File: config.mk
export PLATFORM = sky130hd
export DESIGN_NAME = univ_shift_reg_param
export DESIGN_NICKNAME = d
export VERILOG_FILES = /design/src/rtl/univ_shift_reg_param.sv
export SDC_FILE = /design/constraint.sdc
export NUM_CORES = 1
export LEC_CHECK = 0
export ABC_AREA = 1
export BUFFER_PORTS_ARGS = -buffer_cell sky130_fd_sc_hd__buf_2
export CAP_MARGIN = 0
export CORE_UTILIZATION = 53
export CTS_BUF_LIST = sky130_fd_sc_hd__clkbuf_2 sky130_fd_sc_hd__clkbuf_4 sky130_fd_sc_hd__clkbuf_8
export CTS_CLUSTER_SIZE = 10
export DETAILED_ROUTE_END_ITERATION = 8
export GPL_ROUTABILITY_DRIVEN = 0
export PLACE_DENSITY = 0.92
export SKIP_LAST_GASP = 1
export SLEW_MARGIN = 20
export SYNTH_ARGS = -nofsm -noshare
export SYNTH_HDL_FRONTEND = slang
export SYNTH_SLANG_ARGS = --single-unit
File: constraint.sdc
create_clock -name clk -period 1.3 [get_ports clk]
set_input_delay 0.195 -clock clk [delete_from_list [all_inputs] [get_ports clk]]
set_output_delay 0.195 -clock clk [all_outputs]
set_load 0.005 [all_outputs]
File: src/rtl/univ_shift_reg_param.sv
// rtl/univ_shift_reg_param.sv - parametrised universal shift register with multi-step burst engine
module univ_shift_reg_param #(
    parameter int WIDTH = 8,
    parameter int AMT_W = 4
) (
    input  logic             clk,
    input  logic             rst,
    input  logic [WIDTH-1:0] D,
    input  logic             L,
    input  logic             start,
    input  logic [2:0]       op,
    input  logic [AMT_W-1:0] amt,
    input  logic             SI_R,
    input  logic             SI_L,
    output logic [WIDTH-1:0] Q,
    output logic             SO_R,
    output logic             SO_L,
    output logic             busy,
    output logic             done
);

    typedef enum logic {IDLE = 1'b0, SHIFT = 1'b1} state_t;

    localparam logic [AMT_W-1:0] CNT_ONE = {{(AMT_W-1){1'b0}}, 1'b1};

    state_t           state, state_next;
    logic [2:0]       op_r, op_next;
    logic [AMT_W-1:0] cnt, cnt_next;
    logic [WIDTH-1:0] q_next, step_q;
    logic             busy_next, done_next;

    assign SO_R = Q[0];
    assign SO_L = Q[WIDTH-1];

    // Serial inputs are used live on every step, never latched with op.
    always_comb begin
        step_q = Q;
        case (op_r)
            3'd0:    step_q = {SI_R, Q[WIDTH-1:1]};
            3'd1:    step_q = {Q[WIDTH-2:0], SI_L};
            3'd2:    step_q = {Q[0], Q[WIDTH-1:1]};
            3'd3:    step_q = {Q[WIDTH-2:0], Q[WIDTH-1]};
            3'd4:    step_q = {Q[WIDTH-1], Q[WIDTH-1:1]};
            3'd5:    step_q = {Q[WIDTH-2:0], 1'b0};
            default: step_q = Q;
        endcase
    end

    always_comb begin
        state_next = state;
        q_next     = Q;
        op_next    = op_r;
        cnt_next   = cnt;
        busy_next  = busy;
        done_next  = 1'b0;
        if (L) begin
            // Load wins over any burst activity and aborts without a done pulse.
            q_next     = D;
            state_next = IDLE;
            busy_next  = 1'b0;
        end else begin
            case (state)
                IDLE: begin
                    if (start) begin
                        if (amt != '0) begin
                            op_next    = op;
                            cnt_next   = amt;
                            busy_next  = 1'b1;
                            state_next = SHIFT;
                        end else begin
                            done_next = 1'b1;
                        end
                    end
                end
                SHIFT: begin
                    q_next   = step_q;
                    cnt_next = cnt - CNT_ONE;
                    if (cnt == CNT_ONE) begin
                        state_next = IDLE;
                        busy_next  = 1'b0;
                        done_next  = 1'b1;
                    end
                end
                default: state_next = IDLE;
            endcase
        end
    end

    always_ff @(posedge clk) begin
        if (rst) begin
            state <= IDLE;
            Q     <= '0;
            op_r  <= '0;
            cnt   <= '0;
            busy  <= 1'b0;
            done  <= 1'b0;
        end else begin
            state <= state_next;
            Q     <= q_next;
            op_r  <= op_next;
            cnt   <= cnt_next;
            busy  <= busy_next;
            done  <= done_next;
        end
    end

endmodule
==> flow_summary.json <==
{
  "dpl_worst_slack_ns": 0.00395,
  "drt_iter0_drc": 26,
  "clk_latency_ns": 0.30,
  "area_growth_pct": 19.8,
  "via_per_inst": 5.29,
  "drt_wl_total_um": 2620,
  "clock_path_buffers": 2,
  "critPathMaxFanout": 3,
  "grt_max_degree": 15,
  "path_buf_inv": 1,
  "synth_seq_area_share_pct": 32.8,
  "r2r_setup_slack_ns": 0.04,
  "p_clk_share_pct": 26.7,
  "worstPathCellList": "inv_1 -> ha_2 -> or2_2 -> nand3_1 -> nand2_1 -> nor2_1 -> nor2_1",
  "layout-drive-gt1-share_pct": 28.9,
  "wl_per_cell_um": 11.7,
  "syn_nets": 185,
  "final.setup.tns_ns": 0,
  "leakagePower_nw": 0.647,
  "status": "completed",
  "drt_first_pass_iters": 4,
  "fin_util_pct": 67.1,
  "grt_pass1_vias": 1018,
  "antenna_found_initial": 0,
  "overflow": 0,
  "cap_violations": 0,
  "fp.dieArea_mm2": 0.00226,
  "p_switching_mw": 0.414,
  "hold_class": "input port to register",
  "syn_area_mm2": 0.00110,
  "routed.top_layer": "met4",
  "finalSetupViolations": 0,
  "initial_core_util_pct": 56.0,
  "boundaryPins": 33,
  "yosysWarnings": 0,
  "dp_hpwl_um": 1920,
  "die_h_um": 47.5,
  "worst_pin_slew_ns": 0.403,
  "critPathSlowestCell": "dfxtp_2",
  "cpMostUsedCell": "nor2_1",
  "pwr_density_cell_mw_per_mm2": 1010,
  "worstPathRequired_ns": 1.50,
  "clock_skew_ns": 0.00855,
  "power.internal_mw": 0.909,
  "layout_setup_ws_ns": 0.0378,
  "synth_seq_cells": 18,
  "num_rows": 16,
  "slew_viol_final": 0,
  "cp-start-kind": "register",
  "cts-root-buf": "clkbuf_4",
  "syn_inst": 162,
  "die_w_um": 47.5,
  "fin_nets": 221,
  "gr-usage-all-layers_pct": 24.7,
  "finalNonFillerCells": 224,
  "route.met3.wl_um": 115,
  "synth_cell_types": 25,
  "antenna_cells": 0,
  "finalHoldViolations": 0,
  "slew_headroom_pct": 73.1,
  "drc_errors": 0,
  "cts_tree": "yes",
  "grt_pass1_wl_um": 3910,
  "power_mw": 1.32,
  "power_frac_comb_pct": 25.0,
  "cp_top_family": "simple AND/OR/NAND/NOR gates",
  "h-tree-depth": 1,
  "max_freq_ghz": 0.792,
  "clock-sinks": 18,
  "wl_met1_um": 1110,
  "sequentialPowerShare_pct": 48.4,
  "max_stage_delay_ns": 0.36,
  "swShare_pct": 31.3,
  "ir_worst_vdd_mv": 0.730,
  "crit_type": "register to register",
  "dr_wl_met2_um": 1360,
  "post-route-period-util_pct": 97.1,
  "cts_buffers": 3,
  "postRouteAntennaNets": 0,
  "holdBufCountCts": 0,
  "core_area_mm2": 0.00196,
  "vias": 1184,
  "min_period_ns": 1.26,
  "avgSynthCellArea_um2": 6.78,
  "cp-end-kind": "register",
  "port_buffers": 32,
  "path_clk_slew_ns": 0.11,
  "worstPathArrival_ns": 1.46,
  "dp_cells": 217
}
==> routing by layer <==
layer	vias up	global-route usage, %
met5	-	0
met2	33	45.2
met4	0	9.14
li1	604	-
met3	5	5.66
met1	542	27.6
==> flip-flops by register name, indices dropped and copies added (netlist names) <==
register	count
cnt	4
Q	8
done	1
busy	1
op_r	3
state	1
==> kinds of logic after synthesis <==
kind of cell    share of synthesized area (%)
buf+inv                                  13.4
compound gates                           21.8
fa+ha+maj                                2.28
simple gates                             28.9
xor+xnor                                0.797
flops                                    32.8
==> cell usage in the layout (no fill, tap or decap) <==
master    count
o211ai_1      6
clkbuf_4      3
a21oi_1      19
o21ai_1       7
inv_1        16
buf_4         6
nand2_2       1
nand4_2       1
o21ai_0       8
clkinv_4      1
inv_4         1
a21boi_0      1
nand3_2       1
dfxtp_2       4
nand4_1       4
ha_2          1
nor2_1       19
ha_1          1
o21ai_4       1
dfxtp_1      14
xor2_1        1
nand2_1      36
clkbuf_8      1
or2_2         1
buf_2        32
nand3_1       8
nand2_4       1
inv_2         2
==> layout make-up <==
| class | instances | area (µm²) |
|---|---|---|
| timing repair buffer | 38 | 205 |
| sequential | 18 | 365 |
| fill | 203 | 646 |
| clock buffer | 4 | 36.3 |
| inverter | 20 | 82.6 |
| multi-input combinational | 117 | 593 |
| tap | 27 | 33.8 |
==> power by group through the flow <==
stage / logic (mW) / clock network, mW / registers (mW)
6_report: 0.330 / 0.353 / 0.640
5_1_grt: 0.373 / 0.386 / 0.647
4_1_cts: 0.316 / 0.353 / 0.637
3_5_place_dp: 0.314 / 0 / 0.649
3_3_place_gp: 0.302 / 0 / 0.645
2_1_floorplan: 0.230 / 0 / 0.643
==> final timing paths <==
kind                            cells after the start   start      to
worst max register to register                      7  cnt[0]  cnt[2]
worst min register to register                      2    busy    busy
worst max-delay path                                7  cnt[0]  cnt[2]
worst min-delay path                                2     rst    Q[7]
==> cells in the mapped netlist, drive strengths merged <==
| library cell | count | share of area [%] |
|---|---|---|
| a21boi | 1 | 0.68 |
| nand4 | 5 | 3.4 |
| o211ai | 6 | 4.1 |
| ha | 2 | 2.3 |
| inv | 19 | 6.7 |
| or2 | 1 | 0.57 |
| nor2 | 19 | 6.5 |
| nand3 | 9 | 4.6 |
| clkinv | 1 | 0.80 |
| a21oi | 19 | 8.7 |
| nand2 | 38 | 14 |
| xor2 | 1 | 0.80 |
| o21ai | 16 | 8.3 |
| dfxtp | 18 | 33 |
| buf | 7 | 5.9 |
==> stage by stage <==
stage	area [µm²]	hold slack, ns
3_3_place_gp	1250	0.414
2_1_floorplan	1100	0.264
3_5_place_dp	1250	0.410
5_1_grt	1320	0.0913
4_1_cts	1290	0.0918
6_report	1320	0.0877
==> worst reg2reg max path, delay by kind of cell (launching register included) <==
family                     cells  cell delay (ns)
DFF                            1             0.36
buffers and inverters          1             0.08
and+or+nand+nor                5             0.52
adders and majority gates      1             0.19
==> what timing repair did <==
item | 4_1_cts | 5_1_grt
setup endpoints to repair | 1 | 7
resized for setup | 1 | 4
setup buffers | 0 | 3
pin swaps | 0 | 1
Power figures use the tool's default switching activity.
